`config.mk`:
```
export PLATFORM = sky130hd
export DESIGN_NAME = ah_demultiplexor_stream_flat
export DESIGN_NICKNAME = d
export VERILOG_FILES = /design/src/rtl/ah_mux_pkg.sv /design/src/rtl/ah_demultiplexor_stream_if.sv /design/src/rtl/ah_demux_slot.sv /design/src/rtl/ah_demultiplexor_stream.sv /design/src/flat_wrapper.sv
export SDC_FILE = /design/constraint.sdc
export NUM_CORES = 1
export LEC_CHECK = 0
export CAP_MARGIN = 20
export CELL_PAD_IN_SITES_DETAIL_PLACEMENT = 1
export CELL_PAD_IN_SITES_GLOBAL_PLACEMENT = 2
export CORE_UTILIZATION = 28
export DETAILED_ROUTE_END_ITERATION = 8
export PLACE_DENSITY = 0.88
export SYNTH_ARGS = -nofsm -noshare
export SYNTH_HDL_FRONTEND = slang
export SYNTH_SLANG_ARGS = --single-unit
```
`constraint.sdc`:
```
create_clock -name clk -period 1.7 [get_ports clk]
set_input_delay 0.255 -clock clk [delete_from_list [all_inputs] [get_ports clk]]
set_output_delay 0.255 -clock clk [all_outputs]
set_load 0.005 [all_outputs]
```
`src/rtl/ah_mux_pkg.sv`:
```
// Shared definitions for the AH one-hot multiplexor family: error counter width
// and the one-hot legality check used by both the scatter and gather sides.
package ah_mux_pkg;

    localparam int AH_ERRCNT_W  = 8;
    localparam int AH_MAX_SEL_W = 64;

    typedef logic [AH_ERRCNT_W-1:0] ah_errcnt_t;

    // Narrower selects are zero-extended by the caller; the padding cannot add set bits.
    function automatic logic ah_is_onehot(input logic [AH_MAX_SEL_W-1:0] vec);
        logic seen;
        logic multi;
        seen  = 1'b0;
        multi = 1'b0;
        for (int i = 0; i < AH_MAX_SEL_W; i++) begin
            if (vec[i]) begin
                multi = multi | seen;
                seen  = 1'b1;
            end else begin
                multi = multi;
            end
        end
        return seen & ~multi;
    endfunction

endpackage

```
`src/rtl/ah_demultiplexor_stream_if.sv`:
```
// Handshake bundle between a shared producer, the demultiplexor and its per-lane consumers.
interface ah_demultiplexor_stream_if
    import ah_mux_pkg::*;
#(
    parameter int WIDTH   = 8,
    parameter int NUM_OUT = 8
);
    logic [WIDTH-1:0]         in_data;
    logic [NUM_OUT-1:0]       in_sel;
    logic                     in_valid;
    logic                     in_ready;
    logic [NUM_OUT*WIDTH-1:0] out_data;
    logic [NUM_OUT-1:0]       out_valid;
    logic [NUM_OUT-1:0]       out_ready;
    logic                     sel_err;
    ah_errcnt_t               err_count;

    modport slave (
        input  in_data, in_sel, in_valid, out_ready,
        output in_ready, out_data, out_valid, sel_err, err_count
    );

    modport master (
        output in_data, in_sel, in_valid, out_ready,
        input  in_ready, out_data, out_valid, sel_err, err_count
    );

endinterface

```
`src/rtl/ah_demux_slot.sv`:
```
// One-entry register slice for a single output channel: load, drain or reload in one cycle.
module ah_demux_slot #(
    parameter int WIDTH = 8
) (
    input  logic             clk,
    input  logic             rst_n,
    input  logic             load,
    input  logic             drain,
    input  logic [WIDTH-1:0] load_data,
    output logic             valid,
    output logic [WIDTH-1:0] data
);

    logic             valid_q;
    logic             valid_d;
    logic [WIDTH-1:0] data_q;
    logic [WIDTH-1:0] data_d;

    // Next slot state; data only moves on load so an empty slot keeps its last word.
    always_comb begin
        valid_d = valid_q;
        data_d  = data_q;
        if (load) begin
            valid_d = 1'b1;
            data_d  = load_data;
        end else if (drain) begin
            valid_d = 1'b0;
        end else begin
            valid_d = valid_q;
        end
    end

    // Slot state register.
    always_ff @(posedge clk or negedge rst_n) begin
        if (!rst_n) begin
            valid_q <= 1'b0;
            data_q  <= {WIDTH{1'b0}};
        end else begin
            valid_q <= valid_d;
            data_q  <= data_d;
        end
    end

    assign valid = valid_q;
    assign data  = data_q;

endmodule

```
`src/rtl/ah_demultiplexor_stream.sv`:
```
// Routes one valid/ready stream to one of NUM_OUT registered channel slots by one-hot
// select; words with an illegal select are consumed, dropped and counted.
module ah_demultiplexor_stream
    import ah_mux_pkg::*;
#(
    parameter int WIDTH   = 8,
    parameter int NUM_OUT = 8
) (
    input  logic                 clk,
    input  logic                 rst_n,
    ah_demultiplexor_stream_if.slave bus
);

    logic                     sel_legal_s;
    logic                     sel_free_s;
    logic                     in_ready_s;
    logic                     accept_s;
    logic                     drop_s;
    logic [NUM_OUT-1:0]       load_s;
    logic [NUM_OUT-1:0]       out_valid_s;
    logic [NUM_OUT*WIDTH-1:0] out_data_s;
    logic                     slot_valid_s [NUM_OUT];
    logic [WIDTH-1:0]         slot_data_s  [NUM_OUT];
    logic                     sel_err_q;
    logic                     sel_err_d;
    ah_errcnt_t               err_count_q;
    ah_errcnt_t               err_count_d;

    // Select decode and handshake; in_ready deliberately ignores in_valid.
    always_comb begin
        sel_legal_s = ah_is_onehot(AH_MAX_SEL_W'(bus.in_sel));
        sel_free_s  = |(bus.in_sel & (~out_valid_s | bus.out_ready));
        in_ready_s  = ~sel_legal_s | sel_free_s;
        accept_s    = bus.in_valid & in_ready_s;
        drop_s      = accept_s & ~sel_legal_s;
        if (accept_s && sel_legal_s) begin
            load_s = bus.in_sel;
        end else begin
            load_s = {NUM_OUT{1'b0}};
        end
    end

    for (genvar k = 0; k < NUM_OUT; k++) begin : g_slot
        ah_demux_slot #(.WIDTH(WIDTH)) u_slot (
            .clk       (clk),
            .rst_n     (rst_n),
            .load      (load_s[k]),
            .drain     (bus.out_ready[k]),
            .load_data (bus.in_data),
            .valid     (slot_valid_s[k]),
            .data      (slot_data_s[k])
        );
    end

    // Flatten per-slot outputs onto the channel buses.
    always_comb begin
        out_valid_s = {NUM_OUT{1'b0}};
        out_data_s  = {(NUM_OUT*WIDTH){1'b0}};
        for (int k = 0; k < NUM_OUT; k++) begin
            out_valid_s[k]                = slot_valid_s[k];
            out_data_s[k*WIDTH +: WIDTH]  = slot_data_s[k];
        end
    end

    // Error pulse follows every dropped word; the counter sticks at all-ones.
    always_comb begin
        sel_err_d   = drop_s;
        err_count_d = err_count_q;
        if (drop_s && (err_count_q != {AH_ERRCNT_W{1'b1}})) begin
            err_count_d = err_count_q + {{(AH_ERRCNT_W-1){1'b0}}, 1'b1};
        end else begin
            err_count_d = err_count_q;
        end
    end

    // Error reporting registers.
    always_ff @(posedge clk or negedge rst_n) begin
        if (!rst_n) begin
            sel_err_q   <= 1'b0;
            err_count_q <= {AH_ERRCNT_W{1'b0}};
        end else begin
            sel_err_q   <= sel_err_d;
            err_count_q <= err_count_d;
        end
    end

    assign bus.in_ready  = in_ready_s;
    assign bus.out_valid = out_valid_s;
    assign bus.out_data  = out_data_s;
    assign bus.sel_err   = sel_err_q;
    assign bus.err_count = err_count_q;

endmodule

```
`src/flat_wrapper.sv`:
```
// flat-port wrapper written by rule: the top's interface ports become plain ports
module ah_demultiplexor_stream_flat import ah_mux_pkg::*;
#(
    parameter int WIDTH   = 8,
    parameter int NUM_OUT = 8
)
  (clk, rst_n, bus_in_data, bus_in_sel, bus_in_valid, bus_out_ready, bus_in_ready, bus_out_data, bus_out_valid, bus_sel_err, bus_err_count);
  ah_demultiplexor_stream_if #(.WIDTH(WIDTH), .NUM_OUT(NUM_OUT)) bus_i ();
  input  logic clk;
  input  logic rst_n;
  input wire logic [$bits(bus_i.in_data)-1:0] bus_in_data;
  input wire logic [$bits(bus_i.in_sel)-1:0] bus_in_sel;
  input wire logic [$bits(bus_i.in_valid)-1:0] bus_in_valid;
  input wire logic [$bits(bus_i.out_ready)-1:0] bus_out_ready;
  output wire logic [$bits(bus_i.in_ready)-1:0] bus_in_ready;
  output wire logic [$bits(bus_i.out_data)-1:0] bus_out_data;
  output wire logic [$bits(bus_i.out_valid)-1:0] bus_out_valid;
  output wire logic [$bits(bus_i.sel_err)-1:0] bus_sel_err;
  output wire logic [$bits(bus_i.err_count)-1:0] bus_err_count;
  assign bus_i.in_data = bus_in_data;
  assign bus_i.in_sel = bus_in_sel;
  assign bus_i.in_valid = bus_in_valid;
  assign bus_i.out_ready = bus_out_ready;
  assign bus_in_ready = bus_i.in_ready;
  assign bus_out_data = bus_i.out_data;
  assign bus_out_valid = bus_i.out_valid;
  assign bus_sel_err = bus_i.sel_err;
  assign bus_err_count = bus_i.err_count;
  ah_demultiplexor_stream #(.WIDTH(WIDTH), .NUM_OUT(NUM_OUT)) u_core (.clk(clk), .rst_n(rst_n), .bus(bus_i));
endmodule
```
==> metrics.txt <==
Synth Area in Compound Gates=0.0179; cell row count=40; Yosys top cell by area=dfrtp_1; XOR/XNOR share of the synthesized area=0.0179; failing checks=setup timing; gpl congestion=0.780; Leak=2.91 nW; Synth Cell Area=0.00343 mm2; Cells after DPL=517; CTS buffer count=9; routed wire length=11.3 mm; ys async rst share=1.00; clock latency on the worst-skew pair=330 ps; # DRC=0; Critical Path AT=1960 ps; die width=113 um; Hold Crit Class=in2async; status=complete, but fails checks; vias in the first global route=2900; first-pass GRT wire length=17.3 mm; GR Overflow Total=0; initial antenna violation count=0; CP Launch Type=flip-flop; largest family of logic cells by synthesized area=multiplexers; post-synth cell types=30; total core area=0.0120 mm2; Pre-antenna DRT Iters=4; sequential share of the synthesized area=0.591; max-cap violations=0; Post-Synthesis Cells=230; setup ws final=-45.7 ps; # setup viols final=53; Overall Power=0.00619 W; worst slew pin tran=409 ps; synth warn=0; CTS clock-pin slew for the worst setup and hold paths=60 ps; Yosys reg bits=81; hold slack=394 ps; Setup CP Type=reg2reg; Non-Filler Instances=549; post-synthesis adder-cell area fraction=0.00365; Detailed Place HPWL=7.15 mm; Main synth FF type=dfrtp_1; ANT nets after route=0; top cell type's share of synthesized area=0.591; largest cells by area after synthesis=dfrtp_1 (59%), mux2_2 (18%), mux2_4 (3.5%), nand4_2 (2.6%), nand2b_1 (2.2%); clk buf depth=2; Crit Path Max Fanout=8; VDD IR-drop max=0.544 mV; fill cell count=1179; Setup WS pre-CTS=-754 ps; routed len/inst=20.7 um; largest net degree at the start of global routing=56; Initial Util=0.287; # diodes=0; layout cells sized above 1=0.463; global-route usage over all layers=0.181; synthesized area per cell=14.9 um2; Die Area=0.0127 mm2; RSZ-0062 raised after global routing=yes; Root Driver=clkbuf_16; port buffer count=108; routed vias=2552; Die Y=113 um; Final min period=1750 ps; CTS tree=built; clk sink count=81; DRT iter0 DRCs=71; clk_skew=8.10 ps; final layout net count=425; number of synthesized flops with an enable pin=0; area delta synth->final=74.3%; H-tree levels=3; Fin. Hold Viols=0; final-report max-slew violation count=0; mux cell area share after synthesis=0.225; # IOs=109; CP required=1910 ps; relative slew slack=0.727; syn_nets=258; crit end category=flip-flop; simple logic cell fraction of the synthesized area=0.119; PD cells=1030 mW/mm2; Max Freq=573 MHz; vias per cell=4.65; Tcrit/Tclk final=1.03
[area by class of cell]
type                    count  area [um2]  share of cell area
well taps                 147         184              0.0307
flip-flops and latches     81        2030               0.339
clock buffers              13         260              0.0435
repair buffers            166        1690               0.283
clock inverters             3        47.5             0.00795
inverters                   1        3.75            0.000627
multi-input cells         138        1770               0.296
[per-stage QoR]
step / utilization / setup TNS, ps / cell area (um2)
2_1_floorplan: - / -291 / 3430
5_1_grt: 0.500 / -5060 / 5980
3_5_place_dp: 0.417 / -53160 / 4990
6_report: 0.500 / -1130 / 5980
4_1_cts: 0.481 / -17.9 / 5750
3_3_place_gp: 0.417 / -40930 / 4990
[path summary, 6_finish.rpt]
path | from | endpoint | slack, ps | cells after the start
setup / recovery | u_core.g_slot[7].u_slot.valid | u_core.g_slot[3].u_slot.data[1] | -50 | 7
hold / removal | rst_n | u_core.g_slot[4].u_slot.data[0] | 390 | 2
setup reg to reg | u_core.g_slot[7].u_slot.valid | u_core.g_slot[3].u_slot.data[1] | -50 | 7
hold reg to reg | u_core.g_slot[4].u_slot.data[2] | u_core.g_slot[4].u_slot.data[2] | 510 | 1
max in group asynchronous | rst_n | u_core.g_slot[2].u_slot.data[5] | 660 | 3
min in group clk | bus_out_ready[7] | u_core.g_slot[7].u_slot.valid | 420 | 5
[state kept, by name, summed over array words and instances, names as in the netlist]
register / count
u_core.g_slot.u_slot.valid: 8
u_core.bus.err_count: 8
u_core.bus.sel_err: 1
u_core.g_slot.u_slot.data: 64
[routing by layer]
layer,part of all wire,GRT usage,wire length [um],vias to the layer above
met1,0.44,0.230,4960,1316
li1,-,-,-,1161
met2,0.50,0.307,5730,65
met4,0.0089,0.0533,101,0
met5,0,0,0,-
met3,0.050,0.0439,562,10
[timing repair]
action | CTS | global route
setup endpoints to repair | 81 | 68
buffers inserted | 8 | 5
cloned | 2 | 1
pin swaps | 14 | 7
hold buffers | 1 | 0
hold endpoints to repair | 26 | 0
resized for setup | 124 | 38
[cells in the final DEF (no fill, tap or decap), types with 4 or more instances in the layout]
cell	count
clkdlybuf4s50_1	95
nand2b_1	4
nand3_1	4
buf_4	33
nor2_1	4
buf_6	13
xor2_1	5
buf_2	8
buf_12	7
nand2b_4	8
mux2_4	62
mux2_2	4
dfrtp_1	81
nand2_1	10
a22oi_2	4
clkbuf_16	10
nand4_4	8
[cells in the mapped netlist (2+ instances only)]
library cell / count
dfrtp_1: 81
nand2_1: 11
nor3_1: 3
nor4b_1: 4
xnor2_1: 2
xor2_1: 5
mux2_4: 8
buf_4: 8
nor4_1: 2
nand4_4: 2
a22oi_1: 4
o21ai_1: 2
nand4_2: 7
mux2_1: 3
mux2_2: 55
nand3_1: 5
nor2_1: 4
nand2b_1: 12
[worst max-delay path, stage by stage, from the launching register on]
cell and delay, ps:
dfrtp_1 410, nand2b_4 70, a22oi_2 190, nand4_2 180
buf_12 200, nand4_4 110, buf_8 160, mux2_4 310
[cells by family (layout without fill, tap and decap cells)]
kind of cell | Yosys count | count (layout)
mux | 66 | 66
simple gates | 56 | 56
flops | 81 | 81
fa+ha+maj | 1 | 1
buf+inv | 11 | 183
xor+xnor | 7 | 7
compound gates | 8 | 8
[power by group]
part | internal, W | leakage [nW] | total, W | switching, W
Combinational | 0.00111 | 1.68 | 0.00166 | 0.000549
Clock | 0.00123 | 0.150 | 0.00202 | 0.000794
Sequential | 0.00226 | 1.08 | 0.00250 | 0.000239
No activity file was read; power rests on OpenSTA's default activity.
